===== src/rtl/alu_decode_ctrl.sv =====
// RV32I decode-to-execute control register: decodes instr_d combinationally and registers ALU/memory/writeback controls.
// Latency 1 cycle; stall holds the execute register, flush (priority over stall) and valid_d=0 load a bubble.
module alu_decode_ctrl (
  input  logic        clk,
  input  logic        rst_n,
  input  logic [31:0] instr_d,
  input  logic        valid_d,
  input  logic        stall,
  input  logic        flush,
  output logic [4:0]  alu_op_e,
  output logic        sel_a_e,
  output logic        sel_b_e,
  output logic        reg_wr_e,
  output logic        mem_rd_e,
  output logic        mem_wr_e,
  output logic        br_e,
  output logic        jump_e,
  output logic [1:0]  wb_sel_e,
  output logic        valid_e,
  output logic        illegal_e
);

  typedef struct packed {
    logic       valid;
    logic       illegal;
    logic [4:0] alu_op;
    logic       sel_a;
    logic       sel_b;
    logic       reg_wr;
    logic       mem_rd;
    logic       mem_wr;
    logic       br;
    logic       jump;
    logic [1:0] wb_sel;
  } ctrl_t;

  localparam logic [4:0] OP_ADD   = 5'b00000;
  localparam logic [4:0] OP_SUB   = 5'b00001;
  localparam logic [4:0] OP_SLL   = 5'b00010;
  localparam logic [4:0] OP_SLT   = 5'b00011;
  localparam logic [4:0] OP_SLTU  = 5'b00100;
  localparam logic [4:0] OP_XOR   = 5'b00101;
  localparam logic [4:0] OP_SRL   = 5'b00110;
  localparam logic [4:0] OP_SRA   = 5'b00111;
  localparam logic [4:0] OP_OR    = 5'b01000;
  localparam logic [4:0] OP_AND   = 5'b01001;
  localparam logic [4:0] OP_PASSB = 5'b01010;

  localparam logic [6:0] OPC_R      = 7'b0110011;
  localparam logic [6:0] OPC_I      = 7'b0010011;
  localparam logic [6:0] OPC_LOAD   = 7'b0000011;
  localparam logic [6:0] OPC_STORE  = 7'b0100011;
  localparam logic [6:0] OPC_BRANCH = 7'b1100011;
  localparam logic [6:0] OPC_LUI    = 7'b0110111;
  localparam logic [6:0] OPC_AUIPC  = 7'b0010111;
  localparam logic [6:0] OPC_JAL    = 7'b1101111;
  localparam logic [6:0] OPC_JALR   = 7'b1100111;

  logic [6:0] opcode;
  logic [2:0] funct3;
  logic [6:0] funct7;
  logic       r_legal;
  logic       unused_fields;
  ctrl_t      dec;
  ctrl_t      ex_q;

  assign opcode        = instr_d[6:0];
  assign funct3        = instr_d[14:12];
  assign funct7        = instr_d[31:25];
  assign unused_fields = ^{instr_d[24:15], instr_d[11:7]};

  // The alternate funct7 encoding only exists for SUB and SRA.
  assign r_legal = (funct7 == 7'b0000000) ||
                   ((funct7 == 7'b0100000) && ((funct3 == 3'b000) || (funct3 == 3'b101)));

  function automatic logic [4:0] f3_op(input logic [2:0] f3, input logic alt);
    case (f3)
      3'b000:  f3_op = alt ? OP_SUB : OP_ADD;
      3'b001:  f3_op = OP_SLL;
      3'b010:  f3_op = OP_SLT;
      3'b011:  f3_op = OP_SLTU;
      3'b100:  f3_op = OP_XOR;
      3'b101:  f3_op = alt ? OP_SRA : OP_SRL;
      3'b110:  f3_op = OP_OR;
      default: f3_op = OP_AND;
    endcase
  endfunction

  always_comb begin
    dec       = '0;
    dec.valid = 1'b1;
    case (opcode)
      OPC_R: begin
        if (r_legal) begin
          dec.alu_op = f3_op(funct3, funct7[5]);
          dec.reg_wr = 1'b1;
        end else begin
          dec.illegal = 1'b1;
        end
      end
      OPC_I: begin
        // Bit 30 is immediate data for ADDI, so only SRAI honours it.
        dec.alu_op = f3_op(funct3, funct7[5] && (funct3 == 3'b101));
        dec.sel_b  = 1'b1;
        dec.reg_wr = 1'b1;
      end
      OPC_LOAD: begin
        dec.sel_b  = 1'b1;
        dec.mem_rd = 1'b1;
        dec.reg_wr = 1'b1;
        dec.wb_sel = 2'b01;
      end
      OPC_STORE: begin
        dec.sel_b  = 1'b1;
        dec.mem_wr = 1'b1;
      end
      OPC_BRANCH: begin
        dec.alu_op = OP_SUB;
        dec.br     = 1'b1;
      end
      OPC_LUI: begin
        dec.alu_op = OP_PASSB;
        dec.sel_b  = 1'b1;
        dec.reg_wr = 1'b1;
      end
      OPC_AUIPC: begin
        dec.sel_a  = 1'b1;
        dec.sel_b  = 1'b1;
        dec.reg_wr = 1'b1;
      end
      OPC_JAL: begin
        dec.sel_a  = 1'b1;
        dec.sel_b  = 1'b1;
        dec.jump   = 1'b1;
        dec.reg_wr = 1'b1;
        dec.wb_sel = 2'b10;
      end
      OPC_JALR: begin
        dec.sel_b  = 1'b1;
        dec.jump   = 1'b1;
        dec.reg_wr = 1'b1;
        dec.wb_sel = 2'b10;
      end
      default: dec.illegal = 1'b1;
    endcase
  end

  always_ff @(posedge clk or negedge rst_n) begin
    if (!rst_n) begin
      ex_q <= '0;
    end else if (flush) begin
      ex_q <= '0;
    end else if (!stall) begin
      ex_q <= valid_d ? dec : '0;
    end
  end

  assign valid_e   = ex_q.valid;
  assign illegal_e = ex_q.illegal;
  assign alu_op_e  = ex_q.alu_op;
  assign sel_a_e   = ex_q.sel_a;
  assign sel_b_e   = ex_q.sel_b;
  assign reg_wr_e  = ex_q.reg_wr;
  assign mem_rd_e  = ex_q.mem_rd;
  assign mem_wr_e  = ex_q.mem_wr;
  assign br_e      = ex_q.br;
  assign jump_e    = ex_q.jump;
  assign wb_sel_e  = ex_q.wb_sel;

endmodule

===== config.mk =====
export PLATFORM = sky130hd
export DESIGN_NAME = alu_decode_ctrl
export DESIGN_NICKNAME = d
export VERILOG_FILES = /design/src/rtl/alu_decode_ctrl.sv
export SDC_FILE = /design/constraint.sdc
export NUM_CORES = 1
export LEC_CHECK = 0
export ABC_CLOCK_PERIOD_IN_PS = 1900
export CAP_MARGIN = 20
export CORE_UTILIZATION = 45
export CTS_CLUSTER_SIZE = 20
export DETAILED_ROUTE_END_ITERATION = 12
export DONT_BUFFER_PORTS = 1
export MAX_ROUTING_LAYER = met4
export PLACE_DENSITY = 0.66
export SLEW_MARGIN = 20
export SYNTH_ARGS = -nofsm -noshare
export SYNTH_HDL_FRONTEND = slang
export SYNTH_SLANG_ARGS = --single-unit

===== constraint.sdc =====
create_clock -name clk -period 1.9 [get_ports clk]
set_input_delay 0.095 -clock clk [delete_from_list [all_inputs] [get_ports clk]]
set_output_delay 0.095 -clock clk [all_outputs]
set_load 0.01 [all_outputs]

==> results of run 1 <==
==> power breakdown <==
group | internal (mW) | leakage, nW | switching, mW
combinational | 0.0357 | 0.210 | 0.0394
sequential | 0.301 | 0.194 | 0.00339
clock | 0.117 | 0.0210 | 0.0935
==> worst max path at each step <==
stage / end / slack [ns] / start / cells past startpoint
after floorplan: illegal_e / 0.58 / instr_d[26] / 5
after global placement: illegal_e / 0.50 / instr_d[26] / 5
after detailed placement: illegal_e / 0.49 / instr_d[26] / 5
after CTS: mem_rd_e / 0.62 / mem_rd_e / 3
after global routing: mem_rd_e / 0.57 / mem_rd_e / 3
final: mem_rd_e / 0.63 / mem_rd_e / 3
==> layout by cell type, fill, tap and decap left out, types with 2 or more instances in the layout <==
cell and n:
a21o_1 3, a21oi_1 5, a22oi_1 2, clkbuf_4 3, dfrtp_1 14, dlygate4sd3_1 9
inv_1 4, nand2_1 14, nand4_1 4, nor2_1 5, nor2b_1 2, nor3_1 2
o21ai_0 2, o21ai_1 9
==> critical path: stages (launching register included) <==
cell and delay (ns):
dfrtp_1 0.46, nand2_1 0.09, o41ai_1 0.06, dlygate4sd3_1 0.55
==> cell families after synthesis <==
| logic type | Yosys count | share of synthesized area |
|---|---|---|
| AOI/OAI and AO/OA | 32 | 0.250 |
| buffers and inverters | 8 | 0.0520 |
| xor gates and xnor gates | 1 | 0.0101 |
| other | 1 | 0.00433 |
| DFF | 14 | 0.405 |
| and+or+nand+nor | 39 | 0.279 |
==> per-layer routing <==
layer	global-route usage	vias up
met1	0.227	357
met3	0.0595	5
met4	0.118	0
li1	-	370
met2	0.273	35
met5	-	-
==> repair_timing <==
action,CTS,global route
endpoints found under the hold margin,20,0
resized for setup,0,0
hold buffers,9,0
==> cell type report <==
| class | instances | area, um^2 |
|---|---|---|
| Inverter | 4 | 15.0 |
| Fill cell | 179 | 763 |
| Tap cell | 25 | 31.3 |
| Timing Repair Buffer | 10 | 97.6 |
| Clock buffer | 4 | 36.3 |
| Sequential cell | 14 | 350 |
| Multi-Input combinational cell | 73 | 470 |
==> results.cfg, run 1 <==
[status]
outcome = completed

[final_layout]
syn2layout_area_growth_pct = 15.6
final_core_util = 0.567
final_cell_area_um2 = 1000
antenna_cells = 0
drive_gt1_frac = 0.124
fin_cells = 130
largest_reg_flops = 4
nets = 143

[pwr]
powerDensity_nw_per_um2 = 589
power_leakage_nw = 0.425
p_total_uw = 589
ir_drop_v = 0.000241

[floorplanning]
fp.dieH_um = 45.9
start_util = 0.491
die_area_um2 = 2100
ios = 53
rows = 15
core_area_um2 = 1760
die_x_um = 45.9

[placement]
dp.cells = 117
dp_hpwl_um = 1350
gp_congestion = 0.846
place_ws_ns = 0.489
place_area_um2 = 875
io_buffers = 0

[clock_tree]
cts_tree = yes
clk_root_buffer_cell = clkbuf_4
numCtsBuffers = 3
cts.sinks = 14
clk_latency_ns = 0.27
ctsLongestPathBuffers = 2
post_cts_buffers = 0
htreeDepth = 1
clk_pin_slew_worst_paths_ns = 0.08

[synthesis]
synth_fp_nets = 132
ys_seq_area_frac = 0.405
async_flop_share = 1.00
synth_cells = 95
synthTopCellsByArea = dfrtp_1 40%, nand2_1 6.1%, o21ai_1 5.2%
synth-edff-count = 0
synth_cell_type_count = 40
yosysTopAreaCellShare = 0.405
yosys.area.top_type = dfrtp_1
synth_top_flop_cell = dfrtp_1
synth.cells.most_frequent = 14 x dfrtp_1, 14 x nand2_1, 9 x o21ai_1, 5 x a21oi_1, 5 x nor2_1
ys_warn_count = 0
postSynthAreaPerCell_um2 = 9.11
synth_area_um2 = 866
ys_seq_elements = 14

[sta]
fin_crit_sh = 0.670
tightest_slew_ns = 0.617
finalSetupViolCount = 0
skew_ns = 0
max_freq_mhz = 786
fin_ws_ns = 0.627
finalCriticalPeriod_ns = 1.27
finalMaxSlewViolations = 0
whs_ns = 0.00950
hold_viol_final = 0
grt_setup_unrepaired = no
tns_ns = 0
slew-limit-headroom = 0.588

[global_route]
grt_pass1_vias = 661
grt_max_degree = 16
grt_antenna_before_repair = 0
grtUsageTotal = 0.190
grt_pass1_wl_um = 2750
grt_overflow = 0

[routing]
m1WireLength_um = 784
highest_layer = met4
wl_met2_um = 819
drtPass1Iterations = 4
wl_met3_um = 132
vias = 767
drt-initial-drc-count = 21
wl_per_cell_um = 13.7
avgViaCountPerCell = 5.90
antenna_left = 0
drc_errors = 0
wirelength_um = 1780

[flow_run]
max_cap_viol_count = 0

[setup_path]
crit_fanout = 3
arrival_ns = 1.44
ff2ff_setup_slack_ns = 0.63
r2r-end = mem_rd_e
cp.required_ns = 2.07
cp-end-kind = flop
path_class = reg -> reg
reg2regPathDepth = 3
startpoint_type = flop
r2r-start = mem_rd_e

[worst_hold_path]
hold_class = in -> reg
hold_depth = 2
holdPathEnd = alu_op_e[2]
hold_path.startpoint = instr_d[14]
Power figures use the tool's default switching activity.
==> inputs of run 2 (changes only) <==
Settings changed: ABC_AREA set to 1, ABC_CLOCK_PERIOD_IN_PS 1900 to 1200.
Clock period 1.9 ns to 1.2 ns, I/O delays scaled along.
==> run 2 against run 1 <==
Against the previous run: non-clock buffer count fell by 6; die area rose by 4.8%; cell count rose by 27%; first-iteration DRC count fell by 38%; sequential share of layout area rose by 0.31 points; critical endpoint is now sel_b_e; largest power group unchanged.
==> results.cfg, run 2 <==
[placement]
dp.cells = 158
gp_congestion = 0.782
place_area_um2 = 926
dp_hpwl_um = 1440
io_buffers = 0
place_ws_ns = 0.253

[synthesis]
synthTopCellsByArea = dfrtp_1 39%, nand2_1 21%, inv_1 5.4%
synth.most_common_cell = nand2_1
synth_cell_type_count = 19
synth_fp_nets = 172
yosys.area.top_type = dfrtp_1
synth_area_um2 = 910
ys_seq_elements = 14
synth-edff-count = 0
synth_top_flop_cell = dfrtp_1
ys_warn_count = 0
synth_cells = 135
postSynthAreaPerCell_um2 = 6.74
synth.cells.most_frequent = 50 x nand2_1, 14 x dfrtp_1, 13 x inv_1, 13 x nor2_1, 8 x nand3_1
yosysTopAreaCellShare = 0.385
async_flop_share = 1.00
ys_seq_area_frac = 0.385

[final_layout]
fin_cells = 165
final_cell_area_um2 = 992
nFillCells = 197
mostFrequentLayoutCell = nand2_1
final_cell_mix = 50 x nand2_1, 14 x dfrtp_1, 13 x inv_1, 13 x nor2_1, 8 x nand3_1
nets = 178
syn2layout_area_growth_pct = 9.08
final_core_util = 0.551
drive_gt1_frac = 0.164
largest_reg_flops = 4
antenna_cells = 0

[setup_path]
startpoint_type = input pin
path_cells = dlygate4sd3_1 -> nor3_4 -> inv_2 -> nor2_1 -> a21oi_1 -> nand2_1
cpMaxStageDelayCell = dlygate4sd3_1
cp_slowest_stage_delay_ns = 0.57
cp-end-kind = flop
path_class = in -> reg
cp.required_ns = 1.42
arrival_ns = 1.27
crit_fanout = 7

[clock_tree]
numCtsBuffers = 3
clk_latency_ns = 0.27
cts.sinks = 14
ctsResizeCount = 0
clk_root_buffer_cell = clkbuf_4
clk_pin_slew_worst_paths_ns = 0.08
ctsLongestPathBuffers = 2
htreeDepth = 1
cts_tree = yes
post_cts_buffers = 0

[sta]
finalCriticalPeriod_ns = 1.05
tightest_slew_ns = 0.613
grt_setup_unrepaired = no
whs_ns = 0.00346
skew_ns = 0
fin_crit_sh = 0.875
finalMaxSlewViolations = 0
tns_ns = 0
max_freq_mhz = 953
fin_ws_ns = 0.150
hold_viol_final = 0
finalSetupViolCount = 0
slew-limit-headroom = 0.590

[pwr]
switchingPower_uw = 217
swShare = 0.238
p_total_uw = 912
powerDensity_nw_per_um2 = 919
combPwrFrac = 0.110
ir_drop_v = 0.000441
p_clk_frac = 0.362
internal_power_uw = 695
power_leakage_nw = 0.553
seq_power_share = 0.528

[routing]
drt-initial-drc-count = 13
vias = 813
drc_errors = 0
avgViaCountPerCell = 4.93
drtPass1Iterations = 4
wirelength_um = 1750
antenna_left = 0
wl_per_cell_um = 10.6

[floorplanning]
die_x_um = 47.0
ios = 53
die_area_um2 = 2210
core_area_um2 = 1800
fp.dieH_um = 47.0
rows = 15
start_util = 0.505

[global_route]
grt_max_degree = 15
grt_overflow = 0
grt_pass1_vias = 739
grtUsageTotal = 0.193
grt_pass1_wl_um = 2880
grt_antenna_before_repair = 0

[worst_hold_path]
hold_class = in -> reg

[status]
outcome = completed

[flow_run]
max_cap_viol_count = 0
[run 2: logic make-up (layout without fill, tap and decap cells)]
family / Yosys count / after routing / share of synthesized area
and+or+nand+nor: 88 / 88 / 0.446
DFF: 14 / 14 / 0.385
AOI/OAI and AO/OA: 10 / 10 / 0.0619
other: 1 / 1 / 0.00412
buffers and inverters: 22 / 27 / 0.103
[run 2: worst paths after layout]
kind / from / end / slack [ns] / depth (start not counted)
max: flush / sel_b_e / 0.15 / 6
min: instr_d[2] / jump_e / 0.003 / 2
max reg2reg: sel_b_e / sel_b_e / 0.45 / 2
min reg2reg: jump_e / jump_e / 0.55 / 2
max in group asynchronous: rst_n / jump_e / 0.57 / 1
min in group asynchronous: rst_n / br_e / 0.23 / 1
[run 2: power by group through the flow]
stage | combinational (mW) | sequential, mW | clock, mW
after global routing | 0.117 | 0.483 | 0.359
after CTS | 0.101 | 0.482 | 0.337
final | 0.100 | 0.482 | 0.330
after detailed placement | 0.0827 | 0.491 | 0
after floorplan | 0.0742 | 0.491 | 0
after global placement | 0.0811 | 0.491 | 0
[run 2: what timing repair did]
item / CTS / global route
endpoints found under the hold margin: 17 / 0
setup endpoints to repair: 0 / 0
hold buffers: 3 / 0
[run 2: area by class of cell]
cell class / count / area, um^2 / share of cell area
multi-input combinational: 99 / 465 / 0.469
sequential: 14 / 350 / 0.353
timing repair buffer: 4 / 37.5 / 0.0378
clock buffer: 4 / 36.3 / 0.0366
tap: 25 / 31.3 / 0.0315
inverter: 19 / 71.3 / 0.0719
[run 2: routing by layer]
metal / track usage / wire length (um) / vias up
met5: - / 0 / -
met2: 0.297 / 782 / 38
li1: - / - / 428
met4: 0.137 / 43 / 0
met1: 0.231 / 797 / 343
met3: 0.0231 / 130 / 4
[run 2: worst max-delay path: cells and delay by family]
kind	cells	cell delay (ns)
compound gates	1	0.05
buf+inv	2	0.68
simple gates	3	0.47
==> inputs of run 3 (changes only) <==
Settings changed: CORE_MARGIN set to 2, RECOVER_POWER set to 50.
==> run 3 against run 2 <==
Against the previous run: global-route usage shrank 2.1 points; worst setup slack lost 0.029 ns; clock-buffer cell count is the same; routed wire length grew 0.23%; non-clock buffer count grew 1; critical path type unchanged; largest cell class unchanged; highest routed layer is now met3.
==> results.cfg, run 3 (same netlist as run 2, synthesis figures left out) <==
[final_layout]
mostFrequentLayoutCell = nand2_1
final_cell_area_um2 = 1000
final_cell_mix = 50 x nand2_1, 14 x dfrtp_1, 13 x inv_1, 13 x nor2_1, 8 x nand3_1
nets = 179
antenna_cells = 0
largest_reg_flops = 4
drive_gt1_frac = 0.163
syn2layout_area_growth_pct = 10.5

[status]
outcome = completed

[routing]
vias = 808
avgViaCountPerCell = 4.81
drtPass1Iterations = 5
antenna_left = 0
drt-initial-drc-count = 14
wirelength_um = 1760
drc_errors = 0
wl_per_cell_um = 10.5

[setup_path]
path_cells = dlygate4sd3_1 -> nor3_4 -> inv_2 -> nor2_1 -> a21oi_1 -> nand2_1
path_delay_family = buffers and inverters
crit_fanout = 7
startpoint_type = input pin
cp-end-kind = flop
arrival_ns = 1.29
worst-path-buf-inv = 2
cp_slowest_stage_delay_ns = 0.57
path_class = in -> reg
ff2ff_setup_slack_ns = 0.46
cpMaxStageDelayCell = dlygate4sd3_1
cp.required_ns = 1.41

[clock_tree]
post_cts_buffers = 0
ctsLongestPathBuffers = 2
htreeDepth = 1
cts_tree = yes
clk_pin_slew_worst_paths_ns = 0.08
clk_root_buffer_cell = clkbuf_4
numCtsBuffers = 3
cts.sinks = 14
clk_latency_ns = 0.27

[global_route]
grt_max_degree = 15
met3_usage = 0.0215
grt_pass1_wl_um = 3180
grtUsageMet2 = 0.265
grt_use_met1 = 0.225
grt_overflow = 0
grt_antenna_before_repair = 0
grtUsageTotal = 0.172
gr-max-usage-layer = met2
grt_pass1_vias = 764

[sta]
hold_viol_final = 0
fin_ws_ns = 0.122
tightest_slew_ns = 0.593
finalCriticalPeriod_ns = 1.08
skew_ns = 0
fin_crit_sh = 0.899
slew-limit-headroom = 0.603
tns_ns = 0
finalMaxSlewViolations = 0
grt_setup_unrepaired = no
finalSetupViolCount = 0
max_freq_mhz = 927

[floorplanning]
fp.dieH_um = 49.0
ios = 53
core_area_um2 = 1940
die_area_um2 = 2400
die_x_um = 49.0
start_util = 0.468
rows = 16

[pwr]
powerDensity_nw_per_um2 = 908
ir_drop_v = 0.000480
p_total_uw = 913
power_leakage_nw = 0.557

[flow_run]
max_cap_viol_count = 0

[placement]
place_ws_ns = 0.250
io_buffers = 0
dp_hpwl_um = 1460
place_area_um2 = 928
gp_congestion = 0.824

[worst_hold_path]
hold_class = in -> reg
[run 3: cell types whose count changed in the layout (fill, tap and decap cells not counted), sizes merged]
cell,change
dlygate4sd3,+1
[run 3: repair_timing]
item	CTS	global route
endpoints found under the setup margin	0	0
resized for setup	0	0
hold buffers	4	0
endpoints found under the hold margin	18	0
[run 3: through the flow]
stage | cells | utilization | hold slack [ns]
3_3_place_gp | 160 | 0.478 | -0.235
3_5_place_dp | 160 | 0.478 | -0.235
4_1_cts | 168 | 0.517 | 0.000312
6_report | 168 | 0.517 | 0.00213
5_1_grt | 168 | 0.517 | 0.0119
2_1_floorplan | 135 | - | -0.236
[run 3: cell type report]
type | instances | area (um^2)
Clock buffer | 4 | 36.3
Sequential cell | 14 | 350
Fill cell | 208 | 937
Multi-Input combinational cell | 99 | 465
Tap cell | 27 | 33.8
Timing Repair Buffer | 5 | 47.5
Inverter | 19 | 71.3
[run 3: worst paths after layout]
path,startpoint,end,depth (start not counted)
worst max-delay path,flush,sel_b_e,6
worst min-delay path,instr_d[2],wb_sel_e[1],2
worst max register to register,sel_b_e,sel_b_e,2
worst min register to register,alu_op_e[1],alu_op_e[1],2
max in group asynchronous,rst_n,wb_sel_e[1],1
min in group asynchronous,rst_n,valid_e,1
[run 3: layer usage]
| layer | wire length [um] | part of all wire | vias to the layer above |
|---|---|---|---|
| met2 | 858 | 0.49 | 30 |
| li1 | - | - | 427 |
| met1 | 779 | 0.44 | 351 |
| met5 | 0 | 0 | - |
| met3 | 118 | 0.067 | 0 |
| met4 | 0 | 0 | 0 |
[run 3: power by group]
| part | total (mW) | switching (mW) | internal [mW] |
|---|---|---|---|
| clock | 0.327 | 0.143 | 0.184 |
| sequential | 0.482 | 0.00579 | 0.476 |
| combinational | 0.104 | 0.0667 | 0.0369 |
| total | 0.913 | 0.215 | 0.697 |
